$ cat src/rtl/piso_pkg.sv
// rtl/piso_pkg.sv - shared word width and deframer FSM states for the PISO/SIPO pair
package piso_pkg;

    localparam int PISO_WIDTH = 4;

    typedef enum logic {
        IDLE  = 1'b0,
        SHIFT = 1'b1
    } deframe_state_e;

endpackage

$ cat src/rtl/sipo_holding_buf.sv
// rtl/sipo_holding_buf.sv - one-entry valid/ready register slice with overrun detect
module sipo_holding_buf #(
    parameter int WIDTH = 4
) (
    input  logic             clock,
    input  logic             reset_n,
    input  logic             load,
    input  logic [WIDTH-1:0] load_data,
    input  logic             out_ready,
    output logic [WIDTH-1:0] out_data,
    output logic             out_valid,
    output logic             accept,
    output logic             overrun
);

    assign accept  = out_valid & out_ready;
    // A word arriving while the slot is occupied and not draining is lost.
    assign overrun = load & out_valid & ~out_ready;

    always_ff @(posedge clock or negedge reset_n) begin
        if (!reset_n) begin
            out_data  <= '0;
            out_valid <= 1'b0;
        end else if (load && !overrun) begin
            out_data  <= load_data;
            out_valid <= 1'b1;
        end else if (accept) begin
            out_valid <= 1'b0;
        end
    end

endmodule

$ cat src/rtl/sipo_deframer.sv
// rtl/sipo_deframer.sv - rebuilds MSB-first serial words and delivers them on valid/ready
module sipo_deframer
    import piso_pkg::*;
#(
    parameter  int WIDTH = PISO_WIDTH,
    localparam int CNT_W = $clog2(WIDTH)
) (
    input  logic             clock,
    input  logic             reset_n,
    input  logic             serial_in,
    input  logic             serial_valid,
    input  logic             frame_start,
    output logic [WIDTH-1:0] out_data,
    output logic             out_valid,
    input  logic             out_ready,
    output logic             overrun_err,
    output logic             frame_err,
    input  logic             err_clear
);

    generate
        if (WIDTH < 2) begin : g_width_check
            $error("sipo_deframer: WIDTH must be at least 2");
        end
    endgenerate

    localparam logic [CNT_W-1:0] LAST_BIT = CNT_W'(WIDTH - 1);
    localparam logic [CNT_W-1:0] ONE_BIT  = CNT_W'(1);

    deframe_state_e   state_q, state_d;
    logic [CNT_W-1:0] cnt_q, cnt_d;
    logic [WIDTH-1:0] shreg_q, shreg_d;
    logic [WIDTH-1:0] shifted;
    logic [WIDTH-1:0] first_bit;
    logic             word_done;
    logic             frame_abort;
    logic             overrun_evt;
    logic             word_accepted;

    assign shifted   = {shreg_q[WIDTH-2:0], serial_in};
    assign first_bit = {{(WIDTH-1){1'b0}}, serial_in};

    always_ff @(posedge clock or negedge reset_n) begin
        if (!reset_n) begin
            state_q <= IDLE;
            cnt_q   <= '0;
            shreg_q <= '0;
        end else begin
            state_q <= state_d;
            cnt_q   <= cnt_d;
            shreg_q <= shreg_d;
        end
    end

    always_comb begin
        state_d     = state_q;
        cnt_d       = cnt_q;
        shreg_d     = shreg_q;
        word_done   = 1'b0;
        frame_abort = 1'b0;
        if (serial_valid) begin
            case (state_q)
                IDLE: begin
                    if (frame_start) begin
                        shreg_d = first_bit;
                        cnt_d   = ONE_BIT;
                        state_d = SHIFT;
                    end
                end
                SHIFT: begin
                    if (frame_start) begin
                        // The partial word is thrown away; this bit is the MSB of a fresh one.
                        frame_abort = 1'b1;
                        shreg_d     = first_bit;
                        cnt_d       = ONE_BIT;
                    end else if (cnt_q == LAST_BIT) begin
                        word_done = 1'b1;
                        shreg_d   = shifted;
                        cnt_d     = '0;
                        state_d   = IDLE;
                    end else begin
                        shreg_d = shifted;
                        cnt_d   = cnt_q + ONE_BIT;
                    end
                end
                default: state_d = IDLE;
            endcase
        end
    end

    sipo_holding_buf #(
        .WIDTH(WIDTH)
    ) u_holding_buf (
        .clock     (clock),
        .reset_n   (reset_n),
        .load      (word_done),
        .load_data (shifted),
        .out_ready (out_ready),
        .out_data  (out_data),
        .out_valid (out_valid),
        .accept    (word_accepted),
        .overrun   (overrun_evt)
    );

    // Set beats clear when both land on the same edge.
    always_ff @(posedge clock or negedge reset_n) begin
        if (!reset_n) begin
            overrun_err <= 1'b0;
            frame_err   <= 1'b0;
        end else begin
            overrun_err <= overrun_evt | (overrun_err & ~err_clear);
            frame_err   <= frame_abort | (frame_err & ~err_clear);
        end
    end

endmodule

$ cat config.mk
export PLATFORM = sky130hd
export DESIGN_NAME = sipo_deframer
export DESIGN_NICKNAME = d
export VERILOG_FILES = /design/src/rtl/piso_pkg.sv /design/src/rtl/sipo_holding_buf.sv /design/src/rtl/sipo_deframer.sv
export SDC_FILE = /design/constraint.sdc
export NUM_CORES = 1
export LEC_CHECK = 0
export ABC_AREA = 1
export ABC_CLOCK_PERIOD_IN_PS = 1020
export CAP_MARGIN = 10
export CORE_AREA = 2 2 39 41
export DETAILED_ROUTE_END_ITERATION = 8
export DIE_AREA = 0 0 41 43
export DONT_BUFFER_PORTS = 1
export GPL_ROUTABILITY_DRIVEN = 0
export HOLD_SLACK_MARGIN = 0.06
export PLACE_DENSITY = 0.66
export SLEW_MARGIN = 10
export SYNTH_ARGS = -nofsm -noshare
export SYNTH_HDL_FRONTEND = slang
export SYNTH_SLANG_ARGS = --single-unit
$ cat constraint.sdc
create_clock -name clock -period 1.02 [get_ports clock]
set_input_delay 0.204 -clock clock [delete_from_list [all_inputs] [get_ports clock]]
set_output_delay 0.204 -clock clock [all_outputs]
set_load 0.1 [all_outputs]
**Word-level counts from Yosys, hierarchy flattened**

Cells that the tools add are included.

- Register bits: 13
- Bits in read-only memories: 0
- Bits in latches: 0
- RAM bits: 0
- Input bits: 7
- Memories kept: 0

- $add $sub $neg: 1
- $lt $le $gt $ge: 0
- Multipliers: 0
- Bitwise operators: 10
- Div/mod/pow operators: 0
- Equal/unequal tests: 2
- Reductions and logical operators: 4
- Mux-type cells: 19
- Shifts and indexed selects: 0

Operators by type and width:

| kind | count |
|---|---|
| $mux W1 | 11 |
| $mux W2 | 3 |
| $mux W3 | 2 |
| $pmux W3 S2 | 1 |
| $and A1 B1 Y1 | 5 |
| $pmux W2 S2 | 1 |
| $not A1 Y1 | 3 |
| $add A2 B1 Y2 const B | 1 |
| $eq A2 B2 Y1 const B | 1 |
| $ne A2 B2 Y1 const B | 1 |
| $or A1 B1 Y1 | 2 |
| $pmux W1 S2 | 1 |
| $reduce_and A2 Y1 | 1 |
| $reduce_bool A2 Y1 | 1 |
| $logic_and A1 B1 Y1 | 1 |
| $logic_not A1 Y1 | 1 |

**Logic depth before layout (Yosys ltp)**

- Depth after elaboration: 10
- Depth in mapped cells: 6

**By module**

A second synthesis with hierarchy kept.

- Cell total of the unflattened synthesis: 65
- Area total of the unflattened synthesis: 569.3 sq um

By module, submodules not included:

| module | area an instance (sq um) | times used | cells each | sequential area each (sq um) |
|---|---|---|---|---|
| sipo_deframer | 359.1 | 1 | 40 | 200.2 |
| sipo_holding_buf | 210.2 | 1 | 25 | 125.1 |

**Least setup slack after synthesis**

OpenSTA, ideal clock, no wires.

- Kind: flip-flop to flip-flop
- Start point: register u_holding_buf.out_valid
- End point: register u_holding_buf.out_data[0]
- Path buffers: 0
- Data arrival time: 1.407 ns
- Stages on the path, launching flop included: 5
- Path slack: -0.454 ns
- Library setup time: 0.067 ns
- Data required time: 0.953 ns
- Cells stage by stage: dfrtp_1 nand2_2 nand3_2 nand2_1 nand2_1

- Cells in the longest elaborated chain, start to end: 4

Ends and longest elaborated chain:

| what | RTL line | RTL |
|---|---|---|
| start, declared | sipo_holding_buf.sv:11 | `output logic out_valid,` |
| start signal, assigned | sipo_holding_buf.sv:23 | `out_valid <= 1'b0;` |
| start signal, assigned | sipo_holding_buf.sv:26 | `out_valid <= 1'b1;` |
| start signal, assigned | sipo_holding_buf.sv:28 | `out_valid <= 1'b0;` |
| $and A1 B1 Y1 (2 in series) | sipo_holding_buf.sv:18 | `assign overrun = load & out_valid & ~out_ready;` |
| $logic_not A1 Y1 | sipo_holding_buf.sv:24 | `end else if (load && !overrun) begin` |
| $logic_and A1 B1 Y1 | sipo_holding_buf.sv:24 |  |
| end signal, assigned | sipo_holding_buf.sv:25 | `out_data <= load_data;` |
| end, declared | sipo_holding_buf.sv:10 | `output logic [WIDTH-1:0] out_data,` |

No other way between the ends.
A chain may end at the register's enable or synchronous reset.

**Worst setup path after layout**

- Start point: register u_holding_buf.out_valid
- End point: output out_valid

RTL lines:

| what | RTL line | RTL |
|---|---|---|
| end, declared | sipo_deframer.sv:14 | `output logic out_valid,` |

No word-level cell between the ends.

==> results.md <==
Final layout:
- The area used by multi-input combinational logic is 290 sq um.
- The number of diodes added for antenna fixing is 0.
- For this run, the share of the core covered by cells in the final layout is ~60%.
- The area taken by flip-flops and latches is roughly 350 sq um.
- The ratio of cells with drive above 1 in the final layout is a little over two fifths.
- The area growth from synthesis to final layout is 43.4%.
- The net count of the finished layout is 87.
- The most common cell after layout, fill and taps aside is sky130_fd_sc_hd__nand2_1.
- Leaving out fill and tap cells, the most frequent cells in the layout are 18 x sky130_fd_sc_hd__nand2_1, 8 x sky130_fd_sc_hd__nand3_1, 6 x sky130_fd_sc_hd__dfrtp_1.
- The finished layout holds 94 standard cells, fillers aside.
- The number of fill cells in the layout is 115.

Min path:
- The startpoint identified for the worst hold timing path is frame_start.
- The classification of the worst-slack hold path is in2reg.
- The cell depth of the worst hold path is 3.

Floorplan:
- The x dimension of the die is roughly 40 um.
- The site row count is 14.
- The count of boundary I/O pins is 14.
- Measured along the y axis, the die boundary spans about 43 um.
- The overall die area is about 1800 sq um.
- The core region is between 1000 and 1500 sq um.
- The starting density of the core is between 40% and 50%.

Setup path:
- The required time of the critical path is between 800 and 900 ps.
- The launching instance or port of the critical path is u_holding_buf.out_valid.
- The maximum fanout count along the critical path is 2.
- The critical path launch point type is a flop.
- The library cell contributing the largest single delay on the critical path is sky130_fd_sc_hd__dfrtp_4.
- The kind of cell adding the most delay to the critical path is flip-flops.
- The maximum cell stage delay along the critical path is between 400 and 500 ps.
- The startpoint identified for the worst register-to-register timing path is cnt_q[0].
- The number of cells on the worst reg-to-reg path is 6.
- The critical path goes through buf_12.
- The logic depth of the worst setup path including buffers is 1.
- The number of buffers and inverters on the critical path is 1.
- The start-to-end type of the worst setup path is reg2out.
- STA puts the critical path data arrival time at approximately 950 ps.
- The endpoint kind of the worst setup timing path is an output pin.

Status:
- The final reports fail on negative setup slack.
- The run finished, with violations left.

CTS:
- The number of buffers created by CTS is 3.
- CTS built an H-tree with a depth of 1.
- The longest clock path from root to sink contains 2 buffers.
- Clock tree synthesis found a total of 13 sinks.
- The clock slew at the register clock pins of the worst setup and hold paths is about 80 ps.
- TritonCTS built the clock tree.
- The clock latency on the worst-skew pair is ~280 ps.
- The buffer cell driving the clock tree root is sky130_fd_sc_hd__clkbuf_4.

Logic synthesis:
- Synthesis handed over a netlist of 63 instances.
- Yosys printed 0 warnings.
- Of the post-synthesis cell area, the dominant cell type holds between 50% and 60%.
- The register area share after synthesis is between 50% and 60%.
- The netlist area before placement is around 590 sq um.
- Of all cell types, the one taking the most synthesized area is sky130_fd_sc_hd__dfrtp_1.
- Synthesis produced a netlist with a net count of slightly above 70.
- The flip-flop and latch count after synthesis is 13.
- Yosys mapped the design onto 17 distinct sky130hd cell types.
- Ranked by total cell area, the synthesized netlist is headed by sky130_fd_sc_hd__dfrtp_1 56%, sky130_fd_sc_hd__nand2_1 13%, sky130_fd_sc_hd__nand3_1 6.8%.
- Dividing the synthesized area by the synthesized cell count gives just over 9 sq um.

Routing:
- Wire segments on met3 add up to ~60 um in the final route.
- The first TritonRoute pass finished after 3 iterations.
- The routed length per instance is roughly 12 um.
- The wire length on met2 is around 560 um.
- For this run, design rule violations remaining after detail routing come to 0.
- For this block, wires on met1 add up to ~480 um.
- The count of nets left with antenna violations after detail routing is 0.
- The total via count in the routed design is 476.
- The iteration-0 DRC count of the detailed router is 3.
- The top routing layer in use is met4.
- In the routed layout, each cell is associated on average with a via count of 5.06.
- The routed design has about 1100 um of wire.

STA:
- Between clock sinks in the finished design, the worst skew comes to around 2.2 ps.
- The share of the clock period used by the worst path is 113%.
- In this run the tightest slew margin relative to its limit is 60.8%.
- The number of max-slew violations in the final report is 0.
- The count of endpoints failing hold in the final timing report is 0.
- Setup violations remaining at the end of the flow were counted as 11.
- Setup repair after global routing could not meet its margin everywhere.
- The highest attainable clock frequency is a little under 900 MHz.
- The setup slack after layout is -132 ps.
- The slew at the pin closest to its max-slew limit is 586 ps.
- The clock period minus final worst setup slack is between 1000 and 1500 ps.

Placed design:
- Once detailed placement completed, the half-perimeter wirelength came to around 830 um.
- The number of buffers added on ports is 0.
- The number of placed instances with taps included is 84.

Global route:
- The pin count of the biggest net entering global routing is 14.
- The combined global-route utilization of all metal layers is approximately 16%.
- The number of global-route vias before repair is between 400 and 500.
- The number of antenna violations at the first check in global routing was 0.
- The total congestion overflow after global routing is 0.
- The global-route wire length before repair is roughly 1800 um.

Run:
- The max-cap violation count is 0.

Pwr:
- In this run the static leakage power is 0.380 nW.
- The maximum VDD drop is a little under 0.9 mV.
- The power density over the cells is 2540 nW/um^2.
cells in the mapped netlist:
cell type,instances
sky130_fd_sc_hd__nand2_2,2
sky130_fd_sc_hd__nand2_1,21
sky130_fd_sc_hd__dfrtp_1,13
sky130_fd_sc_hd__nand3_2,1
sky130_fd_sc_hd__a21oi_2,1
sky130_fd_sc_hd__inv_2,1
sky130_fd_sc_hd__or2_2,1
sky130_fd_sc_hd__o22ai_1,1
sky130_fd_sc_hd__nand2_4,1
sky130_fd_sc_hd__nor2_2,1
sky130_fd_sc_hd__o21ai_2,1
sky130_fd_sc_hd__nor2_1,1
sky130_fd_sc_hd__a21oi_1,2
sky130_fd_sc_hd__ha_1,1
sky130_fd_sc_hd__inv_1,5
sky130_fd_sc_hd__nand3_1,8
sky130_fd_sc_hd__nor2_4,2
flip-flops by register name (all words and copies together), names as in the netlist:
signal and cells:
overrun_err 1, shreg_q 3, cnt_q 2, state_q 1, u_holding_buf.out_valid 1, frame_err 1, u_holding_buf.out_data 4
through the flow:
stage / instance area [sq um] / TNS, ps / setup WS (ps) / hold WS, ps / power, mW
final: 840 / -847 / -132 / 66.5 / 2.13
after floorplan: 602 / -276 / -57.6 / -91.6 / 1.51
after CTS: 795 / -903 / -131 / 65.5 / 2.08
after global placement: 684 / -222 / -48.7 / -91.3 / 1.63
after detailed placement: 684 / -348 / -73.2 / -91.3 / 1.64
after global routing: 840 / -1360 / -154 / 70.5 / 2.24
report_power, final:
group | switching [mW] | internal, mW
Clock | 0.178 | 0.152
Sequential | 0.570 | 0.686
Combinational | 0.312 | 0.238
timing repair:
item / in CTS / in global routing
setup buffers: 1 / 1
gates resized for setup: 12 / 7
pin swaps: 4 / 5
setup endpoints to repair: 14 / 15
endpoints found under the hold margin: 16 / 0
hold buffers: 4 / 0
worst min-delay path, cell delays in order:
cell and delay (ps):
sky130_fd_sc_hd__nor2_4 30, sky130_fd_sc_hd__nand2_1 50, sky130_fd_sc_hd__nand2_1 40
kinds of logic (layout without fill, tap and decap cells):
kind of cell,count (synthesis),count (layout),synth area share (%)
adder cells (fa/ha/maj),1,1,2.14
buffers and inverters,6,21,3.85
flip-flops,13,13,55.6
AO/OA/AOI/OAI,5,5,5.77
AND/OR/NAND/NOR,38,38,32.7
cell type report:
class | instances | area share, %
Timing Repair Buffer | 11 | 15.9
Clock buffer | 4 | 3.13
Inverter | 6 | 2.68
Tap cell | 16 | 2.38
Multi-Input combinational cell | 44 | 34.6
Sequential cell | 13 | 41.3
per-layer routing:
metal  up-vias  track usage [%]
met2        14             23.8
li1        232                -
met1       225             16.3
met5         -                0
met3         5             6.28
met4         0             14.0
path summary, 6_finish.rpt:
kind / endpoint / slack, ps
min in group asynchronous: state_q / 360
worst max-delay path: out_valid / -130
max in group asynchronous: u_holding_buf.out_data[2] / 230
worst min-delay path: cnt_q[1] / 70
worst max register to register: u_holding_buf.out_data[0] / -60
worst min register to register: shreg_q[2] / 530
Note: power is estimated with default switching activity, not from simulation.
